`src/rtl/clk_div_pkg.sv`:
```
// Shared types and parameter defaults for the divided-clock monitor.
package clk_div_pkg;

    typedef enum logic [1:0] {
        StIdle,
        StMeasure,
        StLocked,
        StLost
    } state_e;

    localparam int unsigned CNT_W_DEF       = 8;
    localparam int unsigned LOCK_CNT_DEF    = 4;
    localparam int unsigned TIMEOUT_CYC_DEF = 64;

endpackage

```
`src/rtl/clk_edge_detect.sv`:
```
// Registers the divided-clock level and flags its rising/falling edges.
module clk_edge_detect (
    input  logic i_clk,
    input  logic i_reset,
    input  logic i_level,
    output logic o_rise,
    output logic o_rise_tick,
    output logic o_fall_tick
);

    logic r_d_q;
    logic r_rise_tick;
    logic r_fall_tick;

    always_ff @(posedge i_clk) begin
        if (i_reset) begin
            r_d_q       <= 1'b0;
            r_rise_tick <= 1'b0;
            r_fall_tick <= 1'b0;
        end else begin
            r_d_q       <= i_level;
            r_rise_tick <= i_level & ~r_d_q;
            r_fall_tick <= ~i_level & r_d_q;
        end
    end

    // Unregistered rise qualifier consumed by the counter/FSM on this same edge.
    assign o_rise      = i_level & ~r_d_q;
    assign o_rise_tick = r_rise_tick;
    assign o_fall_tick = r_fall_tick;

endmodule

```
`src/rtl/clk_div_monitor.sv`:
```
// Measures the rise-to-rise period of a divided clock and tracks lock and loss
// of that clock against a reference period captured after the first edge.
module clk_div_monitor
    import clk_div_pkg::*;
#(
    parameter int unsigned CNT_W       = CNT_W_DEF,
    parameter int unsigned LOCK_CNT    = LOCK_CNT_DEF,
    parameter int unsigned TIMEOUT_CYC = TIMEOUT_CYC_DEF
) (
    input  logic             clk,
    input  logic             reset,
    input  logic             div_clk_in,
    input  logic             clear,
    output logic             rise_tick,
    output logic             fall_tick,
    output logic [CNT_W-1:0] period,
    output logic             period_valid,
    output logic             locked,
    output logic             lost
);

    localparam int unsigned      STB_W    = $clog2(LOCK_CNT + 1);
    localparam logic [CNT_W-1:0] CNT_MAX  = {CNT_W{1'b1}};
    localparam logic [CNT_W-1:0] CNT_TO   = CNT_W'(TIMEOUT_CYC);
    localparam logic [STB_W-1:0] STB_LOCK = STB_W'(LOCK_CNT);

    logic w_rise;
    logic w_soft_rst;
    logic w_match;

    state_e           r_state,        w_state_d;
    logic [CNT_W-1:0] r_cnt,          w_cnt_d;
    logic [CNT_W-1:0] r_period,       w_period_d;
    logic             r_period_valid, w_period_valid_d;
    logic [CNT_W-1:0] r_ref_period,   w_ref_period_d;
    logic [STB_W-1:0] r_stable,       w_stable_d;
    logic             r_first,        w_first_d;

    clk_edge_detect u_edge (
        .i_clk       (clk),
        .i_reset     (reset),
        .i_level     (div_clk_in),
        .o_rise      (w_rise),
        .o_rise_tick (rise_tick),
        .o_fall_tick (fall_tick)
    );

    // Soft clear resets everything except the edge detector history.
    assign w_soft_rst = reset | clear;
    assign w_match    = (r_cnt == r_ref_period);

    always_ff @(posedge clk) begin
        if (w_soft_rst) begin
            r_state <= StIdle;
        end else begin
            r_state <= w_state_d;
        end
    end

    always_comb begin
        w_state_d        = r_state;
        w_cnt_d          = (r_cnt == CNT_MAX) ? r_cnt : r_cnt + CNT_W'(1);
        w_period_d       = r_period;
        w_period_valid_d = 1'b0;
        w_ref_period_d   = r_ref_period;
        w_stable_d       = r_stable;
        w_first_d        = r_first;

        if (w_rise) begin
            w_cnt_d = CNT_W'(1);
        end

        unique case (r_state)
            StIdle, StLost: begin
                if (w_rise) begin
                    w_state_d  = StMeasure;
                    w_stable_d = '0;
                    w_first_d  = 1'b1;
                end
            end
            StMeasure: begin
                if (w_rise) begin
                    w_period_d       = r_cnt;
                    w_period_valid_d = 1'b1;
                    if (r_first) begin
                        w_ref_period_d = r_cnt;
                        w_first_d      = 1'b0;
                    end else if (w_match) begin
                        w_stable_d = r_stable + STB_W'(1);
                        if (w_stable_d == STB_LOCK) begin
                            w_state_d = StLocked;
                        end
                    end else begin
                        w_stable_d = '0;
                    end
                end else if (r_cnt == CNT_TO) begin
                    w_state_d = StLost;
                end
            end
            StLocked: begin
                if (w_rise) begin
                    w_period_d       = r_cnt;
                    w_period_valid_d = 1'b1;
                    if (!w_match) begin
                        w_state_d  = StMeasure;
                        w_stable_d = '0;
                    end
                end else if (r_cnt == CNT_TO) begin
                    w_state_d = StLost;
                end
            end
            default: w_state_d = StIdle;
        endcase
    end

    always_comb begin
        locked = (r_state == StLocked);
        lost   = (r_state == StLost);
    end

    always_ff @(posedge clk) begin
        if (w_soft_rst) begin
            r_cnt          <= '0;
            r_period       <= '0;
            r_period_valid <= 1'b0;
            r_ref_period   <= '0;
            r_stable       <= '0;
            r_first        <= 1'b1;
        end else begin
            r_cnt          <= w_cnt_d;
            r_period       <= w_period_d;
            r_period_valid <= w_period_valid_d;
            r_ref_period   <= w_ref_period_d;
            r_stable       <= w_stable_d;
            r_first        <= w_first_d;
        end
    end

    assign period       = r_period;
    assign period_valid = r_period_valid;

endmodule

```
`config.mk`:
```
export PLATFORM = sky130hd
export DESIGN_NAME = clk_div_monitor
export DESIGN_NICKNAME = d
export VERILOG_FILES = /design/src/rtl/clk_div_pkg.sv /design/src/rtl/clk_edge_detect.sv /design/src/rtl/clk_div_monitor.sv
export SDC_FILE = /design/constraint.sdc
export NUM_CORES = 1
export LEC_CHECK = 0
export CORE_MARGIN = 2
export CORE_UTILIZATION = 37
export DETAILED_ROUTE_END_ITERATION = 10
export SLEW_MARGIN = 20
export SYNTH_ARGS = -nofsm -noshare
export SYNTH_HDL_FRONTEND = slang
export SYNTH_SLANG_ARGS = --single-unit
```
`constraint.sdc`:
```
create_clock -name clk -period 2.3 [get_ports clk]
set_clock_uncertainty 0.05 [all_clocks]
set_input_delay 0.46 -clock clk [delete_from_list [all_inputs] [get_ports clk]]
set_output_delay 0.46 -clock clk [all_outputs]
set_load 0.02 [all_outputs]
```
==> results.txt, run 1 <==
Post-placement setup slack - 0.118 ns
First-pass GRT wire length - 6220 microns
Gr usage total - 0.160
Largest family of logic cells by synthesized area - simple AND/OR/NAND/NOR gates
CP delay by family, top - buffers and inverters
Post-synthesis xor/xnor area fraction - 0.0632
Routed vias/inst - 5.15
Setup-failing EPs final - 0
Clock latency at the later pin of the worst-skew pair - 0.28 ns
Crit path max fanout - 6
Initial antenna violation count - 0
Relative slew slack - 0.703
Busiest grt layer - met2
Ys Warns - 0
Compound-cell area share of the yosys netlist - 0.193
Pre-antenna DRT Iters - 4
GR Overflow Total - 0
Status - finished, final reports clean
Maximum clock path buffer count - 2
Vias after detailed routing - 1410
Most common cell after layout, fill and taps aside - nand2_1
Period utilization - 0.932
Setup_tns - 0 ns
Root Buffer - clkbuf_8
Grt met2 use - 0.249
Kind of critical path - reg -> out
Largest stage delay, worst path - 0.64 ns
EDFF count, synth - 0
Average wire per standard cell - 13.0 microns
Cell chain of the critical path - inv_1 > ha_1 > clkdlybuf4s50_1
CTS tree - built
Synth Area in Adders - 0.0539
Final nets - 232
RSZ-0062 raised after global routing - false
Rows - 24
Leak - 0.000726 uW
Num CTS Buffers - 5
Largest net degree at the start of global routing - 20
Area grow syn2layout - 21.3%
Register area share after synthesis - 0.419
Syn_nets - 210
Synth top area cells - dfxtp_1 42%, nand2_1 9.0%, a21oi_1 6.8%
Fin crit period - 2.14 ns
Die Width - 70.3 microns
FMAX - 466 MHz
Max Slew Vio Count - 0
Maximum vdd drop - 0.000263 V
Placed cell area - 0.00188 sq mm
Library cells used by synthesis - 37
Port Buf Inserts - 16
Synth Area per Inst - 8.16 sq um
Final Cell Area - 0.00197 sq mm
Sinks on Clock Net - 34
HPWL after detailed placement - 2550 microns
Post-CTS Repair Setup Buffers - 0
Arrival time of the worst setup path - 1.63 ns
Crit-path slowest cell - clkdlybuf4s50_1
Remaining antenna violation count - 0
Register area - 681 sq um
Layout cell share with drive strength beyond 1 - 0.104
Predominant post-synthesis flop cell - dfxtp_1
Ant. Diodes - 0
Num ports - 17
WL final - 3560 microns
Most frequent cells in the layout - 39 x nand2_1, 34 x dfxtp_1, 22 x a21oi_1, 16 x clkdlybuf4s50_1, 14 x o21ai_1
Core area - 0.00429 sq mm
WP buf/inv - 2
Synth area leader - dfxtp_1
Die Y - 70.3 microns
Syn Inst Count - 199
Mux contribution to synthesized area - 0.0123
M1 GR Usage - 0.210
H-tree Lvls - 2
Crit path capture type - output port
Fin. Hold Viols - 0
Clock transition at path regs - 0.07 ns
Number of gates resized after cts - 0
Yosys top cell area share - 0.419
Filler cells - 421
Met3 Use GR - 0.0491
Initial Util - 0.378
DRC Markers - 0
Worst setup SP type - flop
Multi-input logic area - 863 sq um
Die ar. - 0.00494 sq mm
Worst-Margin Slew - 0.444 ns
PwrDens - 582 mW/mm^2
Post-Syn Area - 0.00162 sq mm
Max cap viols - 0
Vias in the first global route - 1343
Asr flop ratio synth - 0
Post-Synth Simple-Gate Area - 0.209
Hold buffer count at CTS - 0
Initial DRC count - 30
Hold WC Path Type - reg -> reg
GP Congestion - 0.803
Post-synthesis register bit count - 34
Data required time at the worst endpoint - 1.79 ns
Final WS setup - 0.156 ns
==> where the power goes <==
group / internal [uW] / switching (uW)
Combinational: 37.4 / 58.4
Sequential: 594 / 3.74
Clock: 241 / 212
==> cell usage after synthesis (2+ instances only) <==
master and n:
ha_1 7, o21ai_1 14, a31oi_1 7, nand2_1 39, nor2_1 7, nor3_1 4, and3_1 5, dfxtp_1 34
inv_1 4, mux2i_1 2, nand2b_1 2, xnor2_1 7, nand3_1 6, clkbuf_1 10, nand4_1 2, nor2b_1 3
a21oi_1 22, xnor2_2 2, o21ai_0 4
==> worst register-to-register path: cells and delay by family (launching register included) <==
kind | cells | cell delay, ns
compound gates | 3 | 0.99
xor+xnor | 1 | 0.17
flops | 1 | 0.47
simple gates | 1 | 0.12
==> final timing paths <==
kind	start	to	slack, ns	cells after the start
max	r_state[0]	locked	0.16	3
min	r_ref_period[7]	r_ref_period[7]	0.42	2
max reg2reg	r_cnt[3]	r_state[1]	0.38	5
min reg2reg	r_ref_period[7]	r_ref_period[7]	0.42	2
==> cell families after synthesis <==
kind of cell | Yosys count
AO/OA/AOI/OAI | 54
buffers and inverters | 18
XOR/XNOR | 10
flip-flops | 34
AND/OR/NAND/NOR | 74
adder cells (fa/ha/maj) | 7
multiplexers | 2
==> stage by stage <==
| step | hold slack (ns) | utilization | cells | total power, uW |
|---|---|---|---|---|
| detailed placement | 0.413 | 0.437 | 266 | 707 |
| finish | 0.421 | 0.459 | 274 | 1150 |
| floorplan | 0.399 | - | 199 | 670 |
| CTS | 0.423 | 0.459 | 274 | 1170 |
| global route | 0.435 | 0.459 | 274 | 1210 |
| global placement | 0.404 | 0.437 | 266 | 708 |
==> registers in the layout (all words and copies together) (netlist names) <==
signal              count
r_cnt                   8
period                  8
r_state                 2
u_edge.o_rise_tick      1
u_edge.o_fall_tick      1
period_valid            1
r_stable                3
r_ref_period            8
u_edge.r_d_q            1
r_first                 1
==> area by class of cell <==
| type | count | area share |
|---|---|---|
| clock buffer | 7 | 0.0438 |
| clock inverter | 1 | 0.00254 |
| multi-input combinational | 147 | 0.438 |
| inverter | 5 | 0.00953 |
| timing repair buffer | 28 | 0.127 |
| tap | 52 | 0.0330 |
| sequential | 34 | 0.346 |
==> layer usage <==
metal	vias to the layer above	routed length (microns)
li1	738	-
met3	4	116
met1	649	1770
met4	0	49
met5	-	0
met2	19	1620
Note: power is estimated with default switching activity, not from simulation.
==> run 2: changes to the inputs <==
--- a/config.mk
+++ b/config.mk
@@ -8,6 +8,7 @@
 export CORE_MARGIN = 2
 export CORE_UTILIZATION = 37
 export DETAILED_ROUTE_END_ITERATION = 10
+export GPL_TIMING_DRIVEN = 0
 export SLEW_MARGIN = 20
 export SYNTH_ARGS = -nofsm -noshare
 export SYNTH_HDL_FRONTEND = slang
==> results.txt, run 2 (synthesized netlist as in run 1, its figures left out) <==
Gr usage total - 0.163
Hold WC Path Type - reg -> reg
Setup_tns - 0 ns
Clock share of power - 0.403
Worst setup SP type - flop
Tot Pwr - 1150 uW
Most frequent cells in the layout - 39 x nand2_1, 34 x dfxtp_1, 22 x a21oi_1, 16 x clkdlybuf4s50_1, 14 x o21ai_1
GR Overflow Total - 0
Filler cells - 438
R2r worst-path depth - 6
Vias after detailed routing - 1411
Pint - 864 uW
Post-placement setup slack - -0.135 ns
FF-to-FF Start - r_cnt[3]
Largest stage delay, worst path - 0.64 ns
Fin. Hold Viols - 0
Relative slew slack - 0.586
Largest net degree at the start of global routing - 12
Register area - 681 sq um
Multi-input logic area - 868 sq um
Switching pwr - 286 uW
Remaining antenna violation count - 0
Area grow syn2layout - 20.0%
Cell Count, Final, Fillers Out - 275
GP Congestion - 0.838
Crit path capture type - output port
Final Cell Area - 0.00195 sq mm
Pre-antenna DRT Iters - 4
Maximum clock path buffer count - 2
Num ports - 17
Kind of critical path - reg -> out
Max cap viols - 0
Clock transition at path regs - 0.07 ns
Rows - 24
Switch share - 0.248
DRC Markers - 0
Placed cell area - 0.00185 sq mm
Dpl cells - 267
Crit-path slowest cell - clkdlybuf4s50_1
Sinks on Clock Net - 34
HPWL after detailed placement - 2580 microns
Cell chain of the critical path - inv_1 > ha_1 > clkdlybuf4s50_1
Status - finished, final reports clean
Initial DRC count - 56
Initial antenna violation count - 0
Routed vias/inst - 5.13
Crit path max fanout - 6
Sequential power share - 0.522
Average wire per standard cell - 13.3 microns
First-pass GRT wire length - 6300 microns
Combinational power share - 0.075
Die Width - 70.3 microns
Worst-Margin Slew - 0.618 ns
H-tree Lvls - 2
Final WS setup - 0.172 ns
Setup slack, reg-to-reg - 0.26 ns
Maximum vdd drop - 0.000301 V
Post-CTS Repair Setup Buffers - 0
Critical path capture point - locked
Leak - 0.000695 uW
Period utilization - 0.925
Ant. Diodes - 0
Vias in the first global route - 1305
Data required time at the worst endpoint - 1.79 ns
Most common cell after layout, fill and taps aside - nand2_1
Worst setup startpoint - r_state[0]
RSZ-0062 raised after global routing - false
Arrival time of the worst setup path - 1.62 ns
Setup-failing EPs final - 0
Die ar. - 0.00494 sq mm
Die Y - 70.3 microns
Initial Util - 0.378
FMAX - 470 MHz
Num CTS Buffers - 5
PwrDens - 590 mW/mm^2
Fin crit period - 2.13 ns
Final nets - 233
Root Buffer - clkbuf_8
R2r endpoint - r_state[1]
WL final - 3650 microns
Core area - 0.00429 sq mm
Port Buf Inserts - 16
Clock latency at the later pin of the worst-skew pair - 0.28 ns
CTS tree - built
Max Slew Vio Count - 0
Layout cell share with drive strength beyond 1 - 0.0717
run 2: metrics by stage:
stage                     hold slack [ns]  utilization
final                               0.420        0.454
after floorplan                     0.399            -
after CTS                           0.420        0.453
after global placement              0.404        0.431
after detailed placement            0.410        0.431
after global routing                0.448        0.454
run 2: power by group through the flow:
stage,sequential [uW],clock [uW],combinational [uW]
floorplan,614,0,56.1
global placement,613,0,86.2
detailed placement,613,0,85.7
CTS,600,480,86.4
global route,600,502,97.3
finish,600,463,86.8
run 2: worst min path at each step:
stage                          startpoint               to  slack, ns  cells past startpoint
after CTS                 r_ref_period[6]  r_ref_period[6]       0.42                      2
after floorplan           r_ref_period[3]  r_ref_period[3]       0.40                      2
final                     r_ref_period[6]  r_ref_period[6]       0.42                      2
after detailed placement  r_ref_period[6]  r_ref_period[6]       0.41                      2
after global placement    r_ref_period[3]  r_ref_period[3]       0.40                      2
after global routing            period[6]        period[6]       0.45                      2
run 2: area by class of cell:
cell class,instances,share of cell area
multi-input combinational,147,0.445
clock inverter,2,0.00642
buffer,13,0.0315
inverter,5,0.00963
sequential,34,0.349
clock buffer,6,0.0424
timing repair buffer,16,0.0822
tap,52,0.0334
run 2: metal layers:
metal / wire length [microns] / track usage / up-vias
met3: 90 / 0.0317 / 5
met4: 59 / 0.0705 / 0
li1: - / - / 731
met5: 0 / 0 / -
met2: 1650 / 0.251 / 18
met1: 1850 / 0.221 / 657
run 2: worst max-delay path: cells and delay by family (launching register included):
| family | cells | cell delay, ns |
|---|---|---|
| DFF | 1 | 0.34 |
| buffers and inverters | 2 | 0.72 |
| adders and majority gates | 1 | 0.27 |
run 2: timing repair:
item	in CTS	in global routing
resized for setup	0	1
endpoints found under the setup margin	0	2
hold buffers	0	0
